## config.mk

```make
export PLATFORM = sky130hd
export DESIGN_NAME = overlay_fb_writer_flat
export DESIGN_NICKNAME = d
export VERILOG_FILES = /design/src/rtl/overlay_fb_writer_if.sv /design/src/rtl/overlay_fb_writer.sv /design/src/flat_wrapper.sv
export SDC_FILE = /design/constraint.sdc
export NUM_CORES = 1
export LEC_CHECK = 0
export ABC_CLOCK_PERIOD_IN_PS = 3400
export CAP_MARGIN = 20
export CORE_MARGIN = 2
export CORE_UTILIZATION = 50
export CTS_BUF_LIST = sky130_fd_sc_hd__clkbuf_4
export CTS_CLUSTER_DIAMETER = 100
export DETAILED_ROUTE_END_ITERATION = 7
export GPL_TIMING_DRIVEN = 0
export PLACE_DENSITY = 0.81
export SLEW_MARGIN = 20
export SYNTH_ARGS = -nofsm -noshare
export SYNTH_HDL_FRONTEND = slang
export SYNTH_SLANG_ARGS = --single-unit
```

## constraint.sdc

```tcl
create_clock -name clock -period 3.4 [get_ports clock]
set_input_delay 0.68 -clock clock [delete_from_list [all_inputs] [get_ports clock]]
set_output_delay 0.68 -clock clock [all_outputs]
set_load 0.005 [all_outputs]
```

## src/rtl/overlay_fb_writer_if.sv

```systemverilog
// Bundle of the overlay-stream handshakes and the frame-buffer write port.
// The slave modport is the writer's view; the master modport is the generator/memory side.
interface overlay_fb_writer_if;
    logic        start;
    logic        start_ack;
    logic        done;
    logic        done_ack;
    logic [53:0] din;
    logic        din_valid;
    logic        din_ready;
    logic [17:0] mem_addr;
    logic [31:0] mem_wdata;
    logic [3:0]  mem_wmask;
    logic        mem_wvalid;
    logic        mem_wready;

    modport slave (
        input  start_ack,
        input  done,
        input  din,
        input  din_valid,
        input  mem_wready,
        output start,
        output done_ack,
        output din_ready,
        output mem_addr,
        output mem_wdata,
        output mem_wmask,
        output mem_wvalid
    );

    modport master (
        output start_ack,
        output done,
        output din,
        output din_valid,
        output mem_wready,
        input  start,
        input  done_ack,
        input  din_ready,
        input  mem_addr,
        input  mem_wdata,
        input  mem_wmask,
        input  mem_wvalid
    );
endinterface

```

## src/rtl/overlay_fb_writer.sv

```systemverilog
// Overlay stream consumer: requests a frame, filters and buffers incoming words in a
// first-word-fall-through FIFO, and issues masked writes to the frame-buffer port.
module overlay_fb_writer #(
    parameter int FIFO_DEPTH = 4,
    parameter int MAX_ADDR   = 63304,
    parameter int CNT_W      = 16
) (
    input  logic                 clock,
    input  logic                 reset,
    input  logic                 enable,
    overlay_fb_writer_if.slave   bus,
    output logic                 frame_done,
    output logic [CNT_W-1:0]     word_count,
    output logic                 frame_err,
    output logic                 addr_err
);

    localparam int                AW         = (FIFO_DEPTH > 2) ? $clog2(FIFO_DEPTH) : 1;
    localparam logic [AW:0]       DEPTH_C    = (AW+1)'(FIFO_DEPTH);
    localparam logic [AW:0]       CNT_ONE_C  = (AW+1)'(1);
    localparam logic [AW-1:0]     PTR_ONE_C  = AW'(1);
    localparam logic [16:0]       MAX_ADDR_C = 17'(MAX_ADDR);
    localparam logic [CNT_W-1:0]  WC_MAX_C   = {CNT_W{1'b1}};
    localparam logic [CNT_W-1:0]  WC_ONE_C   = CNT_W'(1);

    typedef enum logic [2:0] {
        IDLE   = 3'd0,
        REQ    = 3'd1,
        STREAM = 3'd2,
        DRAIN  = 3'd3,
        ACK    = 3'd4
    } state_t;

    typedef struct packed {
        logic [3:0]  mask;
        logic [17:0] addr;
        logic [31:0] data;
    } entry_t;

    state_t             state_q, state_d;
    logic               start_q, start_d;
    logic               done_ack_q, done_ack_d;
    logic               frame_done_q, frame_done_d;
    logic [CNT_W-1:0]   word_count_q, word_count_d;
    logic               frame_err_q, frame_err_d;
    logic               addr_err_q, addr_err_d;
    logic               first_seen_q, first_seen_d;
    logic               cur_frame_q, cur_frame_d;

    entry_t             fifo_mem_q [FIFO_DEPTH];
    entry_t             fifo_mem_d [FIFO_DEPTH];
    logic [AW-1:0]      wr_ptr_q, wr_ptr_d;
    logic [AW-1:0]      rd_ptr_q, rd_ptr_d;
    logic [AW:0]        count_q, count_d;

    logic               fifo_full_s;
    logic               fifo_empty_s;
    logic               din_ready_s;
    logic               accept_s;
    logic               push_s;
    logic               pop_s;
    logic               addr_bad_s;
    logic [3:0]         in_mask_s;
    logic               in_frame_s;
    logic [16:0]        in_addr_s;
    logic [31:0]        in_pixel_s;
    logic               frame_entry_s;
    entry_t             head_s;

    // Input word decode, handshake qualification and filtering.
    always_comb begin
        in_mask_s    = bus.din[53:50];
        in_frame_s   = bus.din[49];
        in_addr_s    = bus.din[48:32];
        in_pixel_s   = bus.din[31:0];
        fifo_full_s  = (count_q == DEPTH_C);
        fifo_empty_s = (count_q == {(AW+1){1'b0}});
        din_ready_s  = (state_q == STREAM) && !fifo_full_s;
        accept_s     = din_ready_s && bus.din_valid;
        addr_bad_s   = (in_addr_s > MAX_ADDR_C);
        push_s       = accept_s && !addr_bad_s && (in_mask_s != 4'd0);
        pop_s        = !fifo_empty_s && bus.mem_wready;
        head_s       = fifo_mem_q[rd_ptr_q];
    end

    // Frame sequencing FSM next state and registered handshake outputs.
    always_comb begin
        state_d = state_q;
        case (state_q)
            IDLE: begin
                if (enable) begin
                    state_d = REQ;
                end else begin
                    state_d = IDLE;
                end
            end
            REQ: begin
                if (bus.start_ack) begin
                    state_d = STREAM;
                end else begin
                    state_d = REQ;
                end
            end
            STREAM: begin
                if (bus.done) begin
                    state_d = DRAIN;
                end else begin
                    state_d = STREAM;
                end
            end
            DRAIN: begin
                // An empty FIFO also means no write is outstanding on the memory port.
                if (fifo_empty_s) begin
                    state_d = ACK;
                end else begin
                    state_d = DRAIN;
                end
            end
            ACK: begin
                if (!bus.done) begin
                    state_d = IDLE;
                end else begin
                    state_d = ACK;
                end
            end
            default: begin
                state_d = IDLE;
            end
        endcase

        start_d       = (state_d == REQ);
        done_ack_d    = (state_d == ACK);
        frame_done_d  = (state_q == ACK) && !bus.done;
        frame_entry_s = (state_q == IDLE) && (state_d == REQ);
    end

    // Per-frame bookkeeping: written-word counter, frame tracking and sticky errors.
    always_comb begin
        word_count_d = word_count_q;
        first_seen_d = first_seen_q;
        cur_frame_d  = cur_frame_q;
        frame_err_d  = frame_err_q;
        addr_err_d   = addr_err_q;

        if (frame_entry_s) begin
            word_count_d = {CNT_W{1'b0}};
            first_seen_d = 1'b0;
        end else begin
            if (pop_s && (word_count_q != WC_MAX_C)) begin
                word_count_d = word_count_q + WC_ONE_C;
            end else begin
                word_count_d = word_count_q;
            end
            if (accept_s) begin
                first_seen_d = 1'b1;
            end else begin
                first_seen_d = first_seen_q;
            end
        end

        // The frame check covers every accepted word, including ones later filtered out.
        if (accept_s && !first_seen_q) begin
            cur_frame_d = in_frame_s;
        end else if (accept_s && (in_frame_s != cur_frame_q)) begin
            frame_err_d = 1'b1;
        end else begin
            cur_frame_d = cur_frame_q;
        end

        if (accept_s && addr_bad_s) begin
            addr_err_d = 1'b1;
        end else begin
            addr_err_d = addr_err_q;
        end
    end

    // FIFO pointer, occupancy and storage update.
    always_comb begin
        fifo_mem_d = fifo_mem_q;
        wr_ptr_d   = wr_ptr_q;
        rd_ptr_d   = rd_ptr_q;
        count_d    = count_q;

        if (push_s) begin
            fifo_mem_d[wr_ptr_q] = '{mask: in_mask_s, addr: {in_frame_s, in_addr_s}, data: in_pixel_s};
            wr_ptr_d             = wr_ptr_q + PTR_ONE_C;
        end else begin
            wr_ptr_d = wr_ptr_q;
        end

        if (pop_s) begin
            rd_ptr_d = rd_ptr_q + PTR_ONE_C;
        end else begin
            rd_ptr_d = rd_ptr_q;
        end

        case ({push_s, pop_s})
            2'b10:   count_d = count_q + CNT_ONE_C;
            2'b01:   count_d = count_q - CNT_ONE_C;
            default: count_d = count_q;
        endcase
    end

    // Control and status registers with synchronous reset.
    always_ff @(posedge clock) begin
        if (reset) begin
            state_q      <= IDLE;
            start_q      <= 1'b0;
            done_ack_q   <= 1'b0;
            frame_done_q <= 1'b0;
            word_count_q <= {CNT_W{1'b0}};
            frame_err_q  <= 1'b0;
            addr_err_q   <= 1'b0;
            first_seen_q <= 1'b0;
            cur_frame_q  <= 1'b0;
            wr_ptr_q     <= {AW{1'b0}};
            rd_ptr_q     <= {AW{1'b0}};
            count_q      <= {(AW+1){1'b0}};
        end else begin
            state_q      <= state_d;
            start_q      <= start_d;
            done_ack_q   <= done_ack_d;
            frame_done_q <= frame_done_d;
            word_count_q <= word_count_d;
            frame_err_q  <= frame_err_d;
            addr_err_q   <= addr_err_d;
            first_seen_q <= first_seen_d;
            cur_frame_q  <= cur_frame_d;
            wr_ptr_q     <= wr_ptr_d;
            rd_ptr_q     <= rd_ptr_d;
            count_q      <= count_d;
        end
    end

    // FIFO data storage; contents are only meaningful below the occupancy count.
    always_ff @(posedge clock) begin
        fifo_mem_q <= fifo_mem_d;
    end

    assign bus.start      = start_q;
    assign bus.done_ack   = done_ack_q;
    assign bus.din_ready  = din_ready_s;
    assign bus.mem_wvalid = !fifo_empty_s;
    assign bus.mem_addr   = head_s.addr;
    assign bus.mem_wdata  = head_s.data;
    assign bus.mem_wmask  = head_s.mask;
    assign frame_done     = frame_done_q;
    assign word_count     = word_count_q;
    assign frame_err      = frame_err_q;
    assign addr_err       = addr_err_q;

endmodule

```

## src/flat_wrapper.sv

```systemverilog
// flat-port wrapper written by rule: the top's interface ports become plain ports
module overlay_fb_writer_flat 
#(
    parameter int FIFO_DEPTH = 4,
    parameter int MAX_ADDR   = 63304,
    parameter int CNT_W      = 16
)
  (clock, reset, enable, frame_done, word_count, frame_err, addr_err, bus_start_ack, bus_done, bus_din, bus_din_valid, bus_mem_wready, bus_start, bus_done_ack, bus_din_ready, bus_mem_addr, bus_mem_wdata, bus_mem_wmask, bus_mem_wvalid);
  overlay_fb_writer_if bus_i ();
  input  logic clock;
  input  logic reset;
  input  logic enable;
  output logic frame_done;
  output logic [CNT_W-1:0] word_count;
  output logic frame_err;
  output logic addr_err;
  input wire logic [$bits(bus_i.start_ack)-1:0] bus_start_ack;
  input wire logic [$bits(bus_i.done)-1:0] bus_done;
  input wire logic [$bits(bus_i.din)-1:0] bus_din;
  input wire logic [$bits(bus_i.din_valid)-1:0] bus_din_valid;
  input wire logic [$bits(bus_i.mem_wready)-1:0] bus_mem_wready;
  output wire logic [$bits(bus_i.start)-1:0] bus_start;
  output wire logic [$bits(bus_i.done_ack)-1:0] bus_done_ack;
  output wire logic [$bits(bus_i.din_ready)-1:0] bus_din_ready;
  output wire logic [$bits(bus_i.mem_addr)-1:0] bus_mem_addr;
  output wire logic [$bits(bus_i.mem_wdata)-1:0] bus_mem_wdata;
  output wire logic [$bits(bus_i.mem_wmask)-1:0] bus_mem_wmask;
  output wire logic [$bits(bus_i.mem_wvalid)-1:0] bus_mem_wvalid;
  assign bus_i.start_ack = bus_start_ack;
  assign bus_i.done = bus_done;
  assign bus_i.din = bus_din;
  assign bus_i.din_valid = bus_din_valid;
  assign bus_i.mem_wready = bus_mem_wready;
  assign bus_start = bus_i.start;
  assign bus_done_ack = bus_i.done_ack;
  assign bus_din_ready = bus_i.din_ready;
  assign bus_mem_addr = bus_i.mem_addr;
  assign bus_mem_wdata = bus_i.mem_wdata;
  assign bus_mem_wmask = bus_i.mem_wmask;
  assign bus_mem_wvalid = bus_i.mem_wvalid;
  overlay_fb_writer #(.FIFO_DEPTH(FIFO_DEPTH), .MAX_ADDR(MAX_ADDR), .CNT_W(CNT_W)) u_core (.clock(clock), .reset(reset), .enable(enable), .bus(bus_i), .frame_done(frame_done), .word_count(word_count), .frame_err(frame_err), .addr_err(addr_err));
endmodule
```

### Word-level counts from Yosys, hierarchy flattened

Index checks and enable logic that the tools add are counted.

| word-level totals | value |
|---|---|
| register bits | 249 |
| input port bits | 61 |
| logic and storage cells | 83 |

| cells by class | value |
|---|---|
| $add $sub $neg | 5 |
| order comparisons | 4 |
| eq/ne operators | 11 |
| multiplexer cells | 13 |
| bitwise gates (word level) | 3 |
| reductions and logical operators | 23 |

Operators by type and width:

| cell | number |
|---|---|
| $bwmux W216 | 1 |
| $mux W54 | 3 |
| $bmux W54 S2 | 1 |
| $demux W54 S2 | 1 |
| $gt A17 B16 Y1 const B | 1 |
| $add A16 B1 Y16 const B | 1 |
| $ne A16 B16 Y1 const B | 1 |
| $pmux W3 S5 | 1 |
| $logic_and A1 B1 Y1 | 12 |
| $eq A3 B3 Y1 const B | 3 |
| $eq A3 B1 Y1 const B | 2 |
| $eq A3 B2 Y1 const B | 2 |
| $ge A3 B3 Y1 const B | 2 |
| $logic_not A3 Y1 | 2 |
| $mux W3 | 2 |
| $not A2 Y3 | 2 |
| $pmux W3 S2 | 1 |
| $logic_not A1 Y1 | 5 |
| $add A2 B1 Y2 const B | 2 |
| $reduce_bool A4 Y1 | 1 |
| $add A3 B1 Y3 const B | 1 |
| $lt A3 B1 Y1 const B | 1 |
| $sub A3 B1 Y3 const B | 1 |
| $eq A2 B1 Y1 const B | 1 |
| other kinds (8) | 9 |

### Longest topological paths before layout

Gate-level depths: netlist of the first run.

| logic depth | value |
|---|---|
| depth after elaboration | 8 |
| mapped depth | 11 |

### Least setup slack after synthesis of the first run

No wires, ideal clock.

| path | value |
|---|---|
| path kind | input to register |
| start | input port bus_din[37] |
| end | register u_core.fifo_mem_q[0] (netlist name) (enable) |
| library setup time | 388 ps |
| data arrival time | 2497 ps |
| required time | 3012 ps |
| slack | 516 ps |
| cell stages on the path | 5 |
| cells stage by stage | or3_4 a21oi_2 a2111oi_2 nor4_4 and2_2 |

| on the way | value |
|---|---|
| word-level cells in the longest chain between the ends | 4 |

Ends and longest elaborated chain:

| what | RTL line | text |
|---|---|---|
| start: declaration | flat_wrapper.sv:19 | `input wire logic [$bits(bus_i.din)-1:0] bus_din;` |
| $gt A17 B16 Y1 | overlay_fb_writer.sv:80 | `addr_bad_s = (in_addr_s > MAX_ADDR_C);` |
| $logic_not A1 Y1 | overlay_fb_writer.sv:81 | `push_s = accept_s && !addr_bad_s && (in_mask_s != 4'd0);` |
| $logic_and A1 B1 Y1 (2 in series) | overlay_fb_writer.sv:81 |  |
| end signal: assignment | overlay_fb_writer.sv:237 | `fifo_mem_q <= fifo_mem_d;` |
| end: declaration | overlay_fb_writer.sv:50 | `entry_t fifo_mem_q [FIFO_DEPTH];` |

Every way passes these cells.
A chain may end at the register's enable or synchronous reset.

### Worst setup path in the final report of the first run

| path | value |
|---|---|
| start | register u_core.rd_ptr_q[1] |
| end | output port bus_mem_addr[16] |

| on the way | value |
|---|---|
| word-level cells in the longest chain between the ends | 4 |

Ends and longest elaborated chain:

| what | RTL line | text |
|---|---|---|
| start: declaration | overlay_fb_writer.sv:53 | `logic [AW-1:0] rd_ptr_q, rd_ptr_d;` |
| start signal: assignment | overlay_fb_writer.sv:217 | `rd_ptr_q <= {AW{1'b0}};` |
| start signal: assignment | overlay_fb_writer.sv:230 | `rd_ptr_q <= rd_ptr_d;` |
| $not A2 Y3 (not written as such) | overlay_fb_writer.sv:83 | `head_s = fifo_mem_q[rd_ptr_q];` |
| $bmux W54 S2 | overlay_fb_writer.sv:83 |  |
| $mux W54 (not written as such) (2 in series) | overlay_fb_writer.sv:83 |  |
| end: declaration | flat_wrapper.sv:25 | `output wire logic [$bits(bus_i.mem_addr)-1:0] bus_mem_addr;` |

Every way passes these cells. The select of a mux whose other input is x is not followed.

==> impl_metrics.ini, run 1 <==
[clocking]
cts_max_path_buffers = 3
cts_tree = yes
cts_sinks = 249
numCtsBuffers = 59
cts_max_level = 2
cts_root_buf = clkbuf_4
post-cts-setup-buffer-count = 0
clock_latency_ns = 0.66
path_clk_slew_ns = 0.06

[timing]
max_clock_freq_mhz = 311
tightest_slew_ns = 0.784
drv_slew = 0
hold_slack_ns = 0.455
setup_tns_ns = 0
rsz0062_at_grt = false
fin_crit_ns = 3.22
setup_viol = 0
clock-skew-final_ns = 0.0329
relSlewSlack = 0.472
hold_viol_final = 0
period_share = 0.947

[power]
switching_power_w = 0.00119
p_sw_frac = 0.201
seq_power_share = 0.560
pwr-share-comb = 0.042
clock_power_share = 0.398
ir_worst_vdd_mv = 0.269
internal_power_w = 0.00476
leakage_nw = 3.88
power.density_nw_per_um2 = 496

[cells_and_area]
layout_common_cells = edfxtp_1 (216), clkdlybuf4s50_1 (136), clkbuf_4 (91)
mostFrequentLayoutCell = edfxtp_1
final_nets = 749
area_growth_pct = 26.5
drive_gt1_frac = 0.251
final_area_sq_um = 12000
diodes = 0

[placement]
port_buffers = 136
place_congestion = 0.842
dpl_cell_area_sq_um = 11200
dp_hpwl_mm = 11.8

[critical_path]
cp_top_family = buffers and inverters
crit_path_start_kind = flip-flop
regToRegStartpoint = u_core.state_q[0]$_SDFF_PP0_
worstPathArrival_ns = 2.54
cp.required_ns = 2.72
cpMaxStageDelayCell = dfxtp_1
rr_worst_depth = 11
cp_max_fo = 10
r2r_slack_ns = 0.72
path_cells = clkbuf_2 -> mux4_2 -> clkdlybuf4s50_1
timing.rr.end = u_core.count_q[2]$_SDFFE_PP0P_
end_kind = output port
worstSetupPathType = flip-flop to output port
cp_slowest_stage_delay_ns = 0.65
critPathBufInv = 2

[die]
rows = 50
die_y_um = 142
ios = 138
start_util = 0.509
core_area_sq_um = 18600
fp.dieW_um = 142
die_area_sq_um = 20100

[synthesis]
synthArstFlopShare = 0
synth_area_per_cell_sq_um = 19.7
syn_area_sq_um = 9490
synth_cells = 481
yosysSeqAreaShare = 0.753
synth-edff-count = 216
syn_nets = 549
yosys_warnings = 0
synthDistinctLibCells = 44
synth-seq-cells = 249
synth_flop_cell = edfxtp_1

[global_route]
grt_pass1_vias = 5533
grt_pass1_wl_mm = 28.9
antenna_found_initial = 0
gr-total-overflow = 0
grt_max_degree = 32
grt_usage = 0.187

[detailed_routing]
drtIter0Drc = 344
drt_first_pass_iters = 5
wire_per_inst_um = 19.4
wl_mm = 18.5
drc = 0
ant_nets = 0
viasPerCell = 5.42
num_vias = 5186

[worst_hold_path]
whs_endpoint = u_core.state_q[1]$_SDFF_PP0_
min_delay_path_depth = 2
worstHoldStart = reset
hp-class = primary input to flip-flop

[flow_run]
cap_violations = 0

[run_status]
outcome = complete, no violations
## what timing repair did
item,CTS,global route
resized for setup,11,0
endpoints found under the setup margin,49,0
hold buffers,0,0
## per-layer routing
metal | global-route usage | routed length [um]
met4 | 0.0726 | 341
met3 | 0.0452 | 1230
met1 | 0.239 | 7590
met5 | 0 | 0
met2 | 0.313 | 9360
## per-stage QoR
step / setup slack (ns) / utilization / std cells / total power (W)
floorplan: 0.516 / - / 481 / 0.00349
global placement: -0.618 / 0.598 / 851 / 0.00364
detailed placement: -0.458 / 0.602 / 855 / 0.00365
CTS: 0.0947 / 0.644 / 956 / 0.00603
global route: 0.0279 / 0.644 / 956 / 0.00620
finish: 0.180 / 0.644 / 956 / 0.00595
## registers in the layout (all words and copies together), names as in the netlist
register and cells:
u_core.fifo_mem_q 216, u_core.word_count 16, u_core.count_q 3, u_core.state_q 3, u_core.rd_ptr_q 2, u_core.wr_ptr_q 2, u_core.addr_err 1, u_core.bus.done_ack 1
u_core.bus.start 1, u_core.cur_frame_q 1, u_core.first_seen_q 1, u_core.frame_done 1, u_core.frame_err 1
## logic make-up after synthesis
| logic type | count (synthesis) | share of synthesized area |
|---|---|---|
| compound gates | 27 | 0.0204 |
| simple gates | 86 | 0.0492 |
| buf+inv | 33 | 0.0149 |
| flops | 249 | 0.753 |
| mux | 59 | 0.134 |
| xor+xnor | 20 | 0.0185 |
| fa+ha+maj | 7 | 0.0100 |
## final cells by class
cell class	count	area [sq um]
inverters	13	48.8
multi-input cells	199	2210
well taps	234	293
fillers	1310	6640
plain buffers	19	109
clock buffers	91	683
flip-flops and latches	249	7150
repair buffers	140	1440
clock inverters	11	77.6
## how the worst max path moves through the flow
stage | startpoint | to | slack [ns] | cells after the start
after detailed placement | bus_din[46] | u_core.count_q[2]$_SDFFE_PP0P_ | -0.46 | 11
final | u_core.rd_ptr_q[1]$_SDFFE_PP0P_ | bus_mem_addr[16] | 0.18 | 3
after global routing | u_core.rd_ptr_q[1]$_SDFFE_PP0P_ | bus_mem_addr[14] | 0.03 | 3
after global placement | bus_din[38] | u_core.fifo_mem_q[67]$_DFFE_PP_ | -0.62 | 6
after CTS | u_core.rd_ptr_q[1]$_SDFFE_PP0P_ | bus_mem_addr[16] | 0.09 | 3
after floorplan | bus_din[37] | u_core.fifo_mem_q[0]$_DFFE_PP_ | 0.52 | 5
## synthesized netlist by cell type (all sizes together), types with 2 or more instances
library cell  instances  share of area
nand2                11         0.0044
edfxtp              216           0.68
a2111oi               3         0.0054
xnor2                14          0.013
and3                  3         0.0020
nor2                 29          0.011
inv                  13         0.0051
nand3                 6         0.0032
buf                  11         0.0062
nand4                 8         0.0053
o21ai                 3         0.0016
and2                  6         0.0045
xor2                  6         0.0055
mux2i                 4         0.0042
nand2b                2         0.0013
nor3                  5         0.0026
ha                    6         0.0079
and4                  3         0.0028
nor4                  8         0.0069
dfxtp                33          0.070
clkbuf                9         0.0036
or3                   2         0.0018
a21oi                15         0.0083
mux4                 54           0.13
## worst register-to-register path, stage by stage (launching register included)
cell	delay, ns
dfxtp_1	0.31
buf_6	0.13
nor4bb_1	0.35
nand2_1	0.19
nor4_4	0.52
inv_1	0.09
ha_1	0.22
inv_1	0.07
fa_1	0.18
xor2_1	0.08
or3_1	0.31
a21oi_1	0.14
## power by group through the flow
stage	Sequential, W	Combinational (W)	Clock [W]
after floorplan	0.00340	0.0000889	0
after global placement	0.00340	0.000237	0
after detailed placement	0.00340	0.000249	0
after CTS	0.00333	0.000252	0.00244
after global routing	0.00333	0.000270	0.00260
final	0.00333	0.000249	0.00237
Note: power is estimated with default switching activity, not from simulation.
==> run 2: changes to the inputs <==
Settings changed: ABC_CLOCK_PERIOD_IN_PS 3400 to 3900, HOLD_SLACK_MARGIN from default to 0.06.
Clock period 3.4 ns to 3.9 ns, I/O delays scaled along.
==> run 2 against run 1 <==
- count of clock-buffer cells in the layout unchanged
- register-to-register slack better by 0.51 ns
- core utilization down 0.081 points
- cell count up 0.10%
- worst setup slack better by 0.028 ns
- non-clock buffer count up 1
- sequential power down 13%
- largest cell class unchanged
==> impl_metrics.ini, run 2 (synthesis results as in run 1) <==
[cells_and_area]
final_area_sq_um = 12000
final_nets = 750
regMostFlops = u_core.fifo_mem_q
mostFrequentLayoutCell = edfxtp_1
layout_common_cells = edfxtp_1 (216), clkdlybuf4s50_1 (136), clkbuf_4 (91)
diodes = 0
largest_reg_flops = 216
drive_gt1_frac = 0.243
stdcell_count = 957
area_growth_pct = 26.4

[power]
leakage_nw = 3.86
ir_worst_vdd_mv = 0.235
power.density_nw_per_um2 = 432

[clocking]
clock_latency_ns = 0.65
cts_root_buf = clkbuf_4
cts_max_path_buffers = 3
cts_tree = yes
path_clk_slew_ns = 0.06
cts_max_level = 2
post-cts-setup-buffer-count = 0
cts_sinks = 249
numCtsBuffers = 59

[critical_path]
cp.required_ns = 3.12
rr_worst_depth = 11
timing.rr.end = u_core.count_q[2]$_SDFFE_PP0P_
end_kind = output port
worstSetupPathType = flip-flop to output port
r2r_slack_ns = 1.23
crit_path_start_kind = flip-flop
cp_max_fo = 10
regToRegStartpoint = u_core.state_q[0]$_SDFF_PP0_
worstPathArrival_ns = 2.91

[timing]
relSlewSlack = 0.446
drv_slew = 0
period_share = 0.947
tightest_slew_ns = 0.832
hold_viol_final = 0
clock-skew-final_ns = 0.0315
setup_viol = 0
max_clock_freq_mhz = 271
setup_ws_ns = 0.208
rsz0062_at_grt = false
fin_crit_ns = 3.69

[detailed_routing]
drt_first_pass_iters = 5
wl_mm = 18.5
drtIter0Drc = 321
drc = 0
wire_per_inst_um = 19.4
num_vias = 5181
viasPerCell = 5.41
ant_nets = 0

[global_route]
antenna_found_initial = 0
grt_pass1_wl_mm = 28.9
grt_pass1_vias = 5542
gr-total-overflow = 0
grt_max_degree = 32
grt_usage = 0.187

[die]
rows = 50
die_y_um = 142
start_util = 0.509
core_area_sq_um = 18600
die_area_sq_um = 20100
ios = 138
fp.dieW_um = 142

[placement]
dpl_cell_area_sq_um = 11200
dp.cells = 855
dp_hpwl_mm = 11.8
port_buffers = 136
place_congestion = 0.842
pre_cts_slack_ns = -0.0575

[worst_hold_path]
whs_endpoint = u_core.addr_err$_SDFFE_PP0P_
hp-class = flip-flop to flip-flop
min_delay_path_depth = 2
worstHoldStart = u_core.addr_err$_SDFFE_PP0P_

[flow_run]
cap_violations = 0

[run_status]
outcome = complete, no violations
-- run 2: area by class of cell --
cell class / instances / area (sq um)
Sequential cell: 249 / 7150
Timing Repair Buffer: 140 / 1440
Tap cell: 234 / 293
Clock buffer: 91 / 683
Buffer: 20 / 93.8
Multi-Input combinational cell: 199 / 2210
Inverter: 13 / 48.8
Clock inverter: 11 / 77.6
Fill cell: 1309 / 6650
-- run 2: worst max-delay path by stage --
stage / cells past startpoint / slack [ns] / endpoint / from
5_1_grt: 4 / 0.04 / bus_mem_wdata[9] / u_core.rd_ptr_q[1]$_SDFFE_PP0P_
6_report: 4 / 0.21 / bus_mem_wdata[9] / u_core.rd_ptr_q[1]$_SDFFE_PP0P_
3_3_place_gp: 6 / -0.22 / u_core.fifo_mem_q[67]$_DFFE_PP_ / bus_din[38]
4_1_cts: 4 / 0.09 / bus_mem_addr[16] / u_core.rd_ptr_q[1]$_SDFFE_PP0P_
3_5_place_dp: 11 / -0.06 / u_core.count_q[2]$_SDFFE_PP0P_ / bus_din[46]
2_1_floorplan: 5 / 0.92 / u_core.fifo_mem_q[0]$_DFFE_PP_ / bus_din[37]
-- run 2: worst max-delay path, cell delays in order, from the launching register on --
cell and delay [ns]:
dfxtp_1 0.30, clkbuf_1 0.51, buf_1 0.59, mux4_2 0.40, clkdlybuf4s50_1 0.49
-- run 2: routing by layer --
layer	GRT usage	part of all wire
met1	0.237	0.41
met2	0.314	0.51
met3	0.0452	0.070
met4	0.0732	0.016
met5	0	0
-- run 2: what timing repair did --
action                                  in CTS  in global routing
endpoints found under the setup margin       0                  1
hold buffers                                 0                  0
resized for setup                            0                  2
-- run 2: power breakdown --
group | leakage [nW] | internal (W) | switching, W
Sequential | 2.21 | 0.00290 | 0.00000474
Clock | 0.452 | 0.00112 | 0.000940
Combinational | 1.20 | 0.000123 | 0.0000934
Total | 3.86 | 0.00415 | 0.00104
-- run 2: stage by stage --
step / utilization / hold WS, ns / power, W / TNS (ns)
after global placement: 0.598 / 0.443 / 0.00317 / -45.30
after detailed placement: 0.602 / 0.446 / 0.00318 / -0.0575
after floorplan: - / 0.439 / 0.00304 / 0
final: 0.643 / 0.457 / 0.00518 / 0
after CTS: 0.643 / 0.458 / 0.00525 / 0
after global routing: 0.643 / 0.477 / 0.00540 / 0
==> run 3: changes to the inputs <==
Settings changed: ABC_CLOCK_PERIOD_IN_PS 3900 to 3500.
Clock period 3.9 ns to 3.5 ns, I/O delays scaled along.
==> run 3 against run 2 <==
- combinational power increased by 12%
- count of clock-buffer cells in the layout stayed put
- largest cell class unchanged
- cell area up 0.15%
- global-route usage about the same
- via count is essentially flat
- sequential share of layout area down 0.087 points
- routed wire length is essentially flat
- clock power rose by 11%
- first-iteration DRC count rose by 11%
- non-clock buffer count unchanged
==> impl_metrics.ini, run 3 (synthesis results as in run 1) <==
[run_status]
outcome = complete, no violations

[timing]
rsz0062_at_grt = false
max_clock_freq_mhz = 303
drv_slew = 0
fin_crit_ns = 3.30
setup_viol = 0
clock-skew-final_ns = 0.0383
tightest_slew_ns = 0.784
period_share = 0.942
relSlewSlack = 0.472
setup_ws_ns = 0.203
hold_viol_final = 0

[clocking]
cts_root_buf = clkbuf_4
path_clk_slew_ns = 0.06
post_cts_resized = 11
cts_sinks = 249
numCtsBuffers = 59
post-cts-setup-buffer-count = 0
cts-hold-fix-buffers = 0
cts_max_path_buffers = 3
cts_tree = yes
clock_latency_ns = 0.65
cts_max_level = 2

[critical_path]
worstPathArrival_ns = 2.60
path_cells = buf_2 -> buf_4 -> mux4_2 -> clkdlybuf4s50_1
crit_path_start_kind = flip-flop
cp.required_ns = 2.80
worstSetupPathType = flip-flop to output port
cp_max_fo = 10
cp_slowest_stage_delay_ns = 0.54
cpMaxStageDelayCell = mux4_2
end_kind = output port

[global_route]
grt_pass1_wl_mm = 28.9
grt_max_degree = 32
grt_usage = 0.187
antenna_found_initial = 0
gr-total-overflow = 0
grt_pass1_vias = 5534

[cells_and_area]
diodes = 0
largest_reg_flops = 216
fin_util = 0.644
nFillCells = 1308
regMostFlops = u_core.fifo_mem_q
layout_common_cells = edfxtp_1 (216), clkdlybuf4s50_1 (136), clkbuf_4 (91)
final_nets = 750
area_growth_pct = 26.5
mostFrequentLayoutCell = edfxtp_1
final_area_sq_um = 12000
drive_gt1_frac = 0.252

[detailed_routing]
wire_per_inst_um = 19.4
drc = 0
num_vias = 5179
drtIter0Drc = 357
viasPerCell = 5.41
ant_nets = 0
wl_mm = 18.5
drt_first_pass_iters = 5

[die]
rows = 50
die_area_sq_um = 20100
fp.dieW_um = 142
die_y_um = 142
ios = 138
core_area_sq_um = 18600
start_util = 0.509

[power]
ir_worst_vdd_mv = 0.262
power.density_nw_per_um2 = 481
leakage_nw = 3.89

[placement]
port_buffers = 136
dpl_cell_area_sq_um = 11200
dp_hpwl_mm = 11.8
pre_cts_slack_ns = -0.378
place_congestion = 0.842

[flow_run]
cap_violations = 0

[worst_hold_path]
hp-class = flip-flop to flip-flop
-- run 3: cell counts in the layout (fill, tap and decap cells not counted) --
No cell type changed its count.
-- run 3: power breakdown --
| part | internal [W] | switching [W] | leakage (nW) |
|---|---|---|---|
| Sequential | 0.00323 | 0.00000527 | 2.21 |
| Clock | 0.00125 | 0.00104 | 0.452 |
| Combinational | 0.000138 | 0.000104 | 1.23 |
-- run 3: worst paths after layout --
path	slack, ns	endpoint	cells past startpoint	start
hold reg to reg	0.46	u_core.addr_err$_SDFFE_PP0P_	2	u_core.addr_err$_SDFFE_PP0P_
hold / removal	0.46	u_core.addr_err$_SDFFE_PP0P_	2	u_core.addr_err$_SDFFE_PP0P_
setup / recovery	0.20	bus_mem_addr[0]	4	u_core.rd_ptr_q[0]$_SDFFE_PP0P_
setup reg to reg	0.82	u_core.count_q[2]$_SDFFE_PP0P_	11	u_core.state_q[0]$_SDFF_PP0_
-- run 3: cell type report --
type	instances	area, sq um	area share
Tap cell	234	293	0.0244
Timing Repair Buffer	140	1440	0.120
Multi-Input combinational cell	199	2210	0.184
Sequential cell	249	7150	0.595
Buffer	20	111	0.00927
Clock inverter	11	77.6	0.00646
Clock buffer	91	683	0.0569
Inverter	13	48.8	0.00406
-- run 3: per-stage QoR --
step,total power [W],hold WS (ns),instances,setup TNS (ns)
final,0.00577,0.457,957,0
after global routing,0.00602,0.477,957,0
after CTS,0.00585,0.420,957,0
after detailed placement,0.00354,0.446,855,-9.54
after global placement,0.00353,0.443,851,-114.72
after floorplan,0.00339,0.439,481,0
-- run 3: layer usage --
layer | global-route usage | wire length (um) | vias to the layer above
met4 | 0.0726 | 271 | 0
met2 | 0.313 | 9400 | 195
met1 | 0.239 | 7620 | 2579
li1 | - | - | 2377
met5 | 0 | 0 | -
met3 | 0.0452 | 1250 | 28
-- run 3: worst max-delay path: cells and delay by family, from the launching register on --
kind / cells / cell delay [ns]
mux: 1 / 0.54
buf+inv: 3 / 1.11
flops: 1 / 0.32
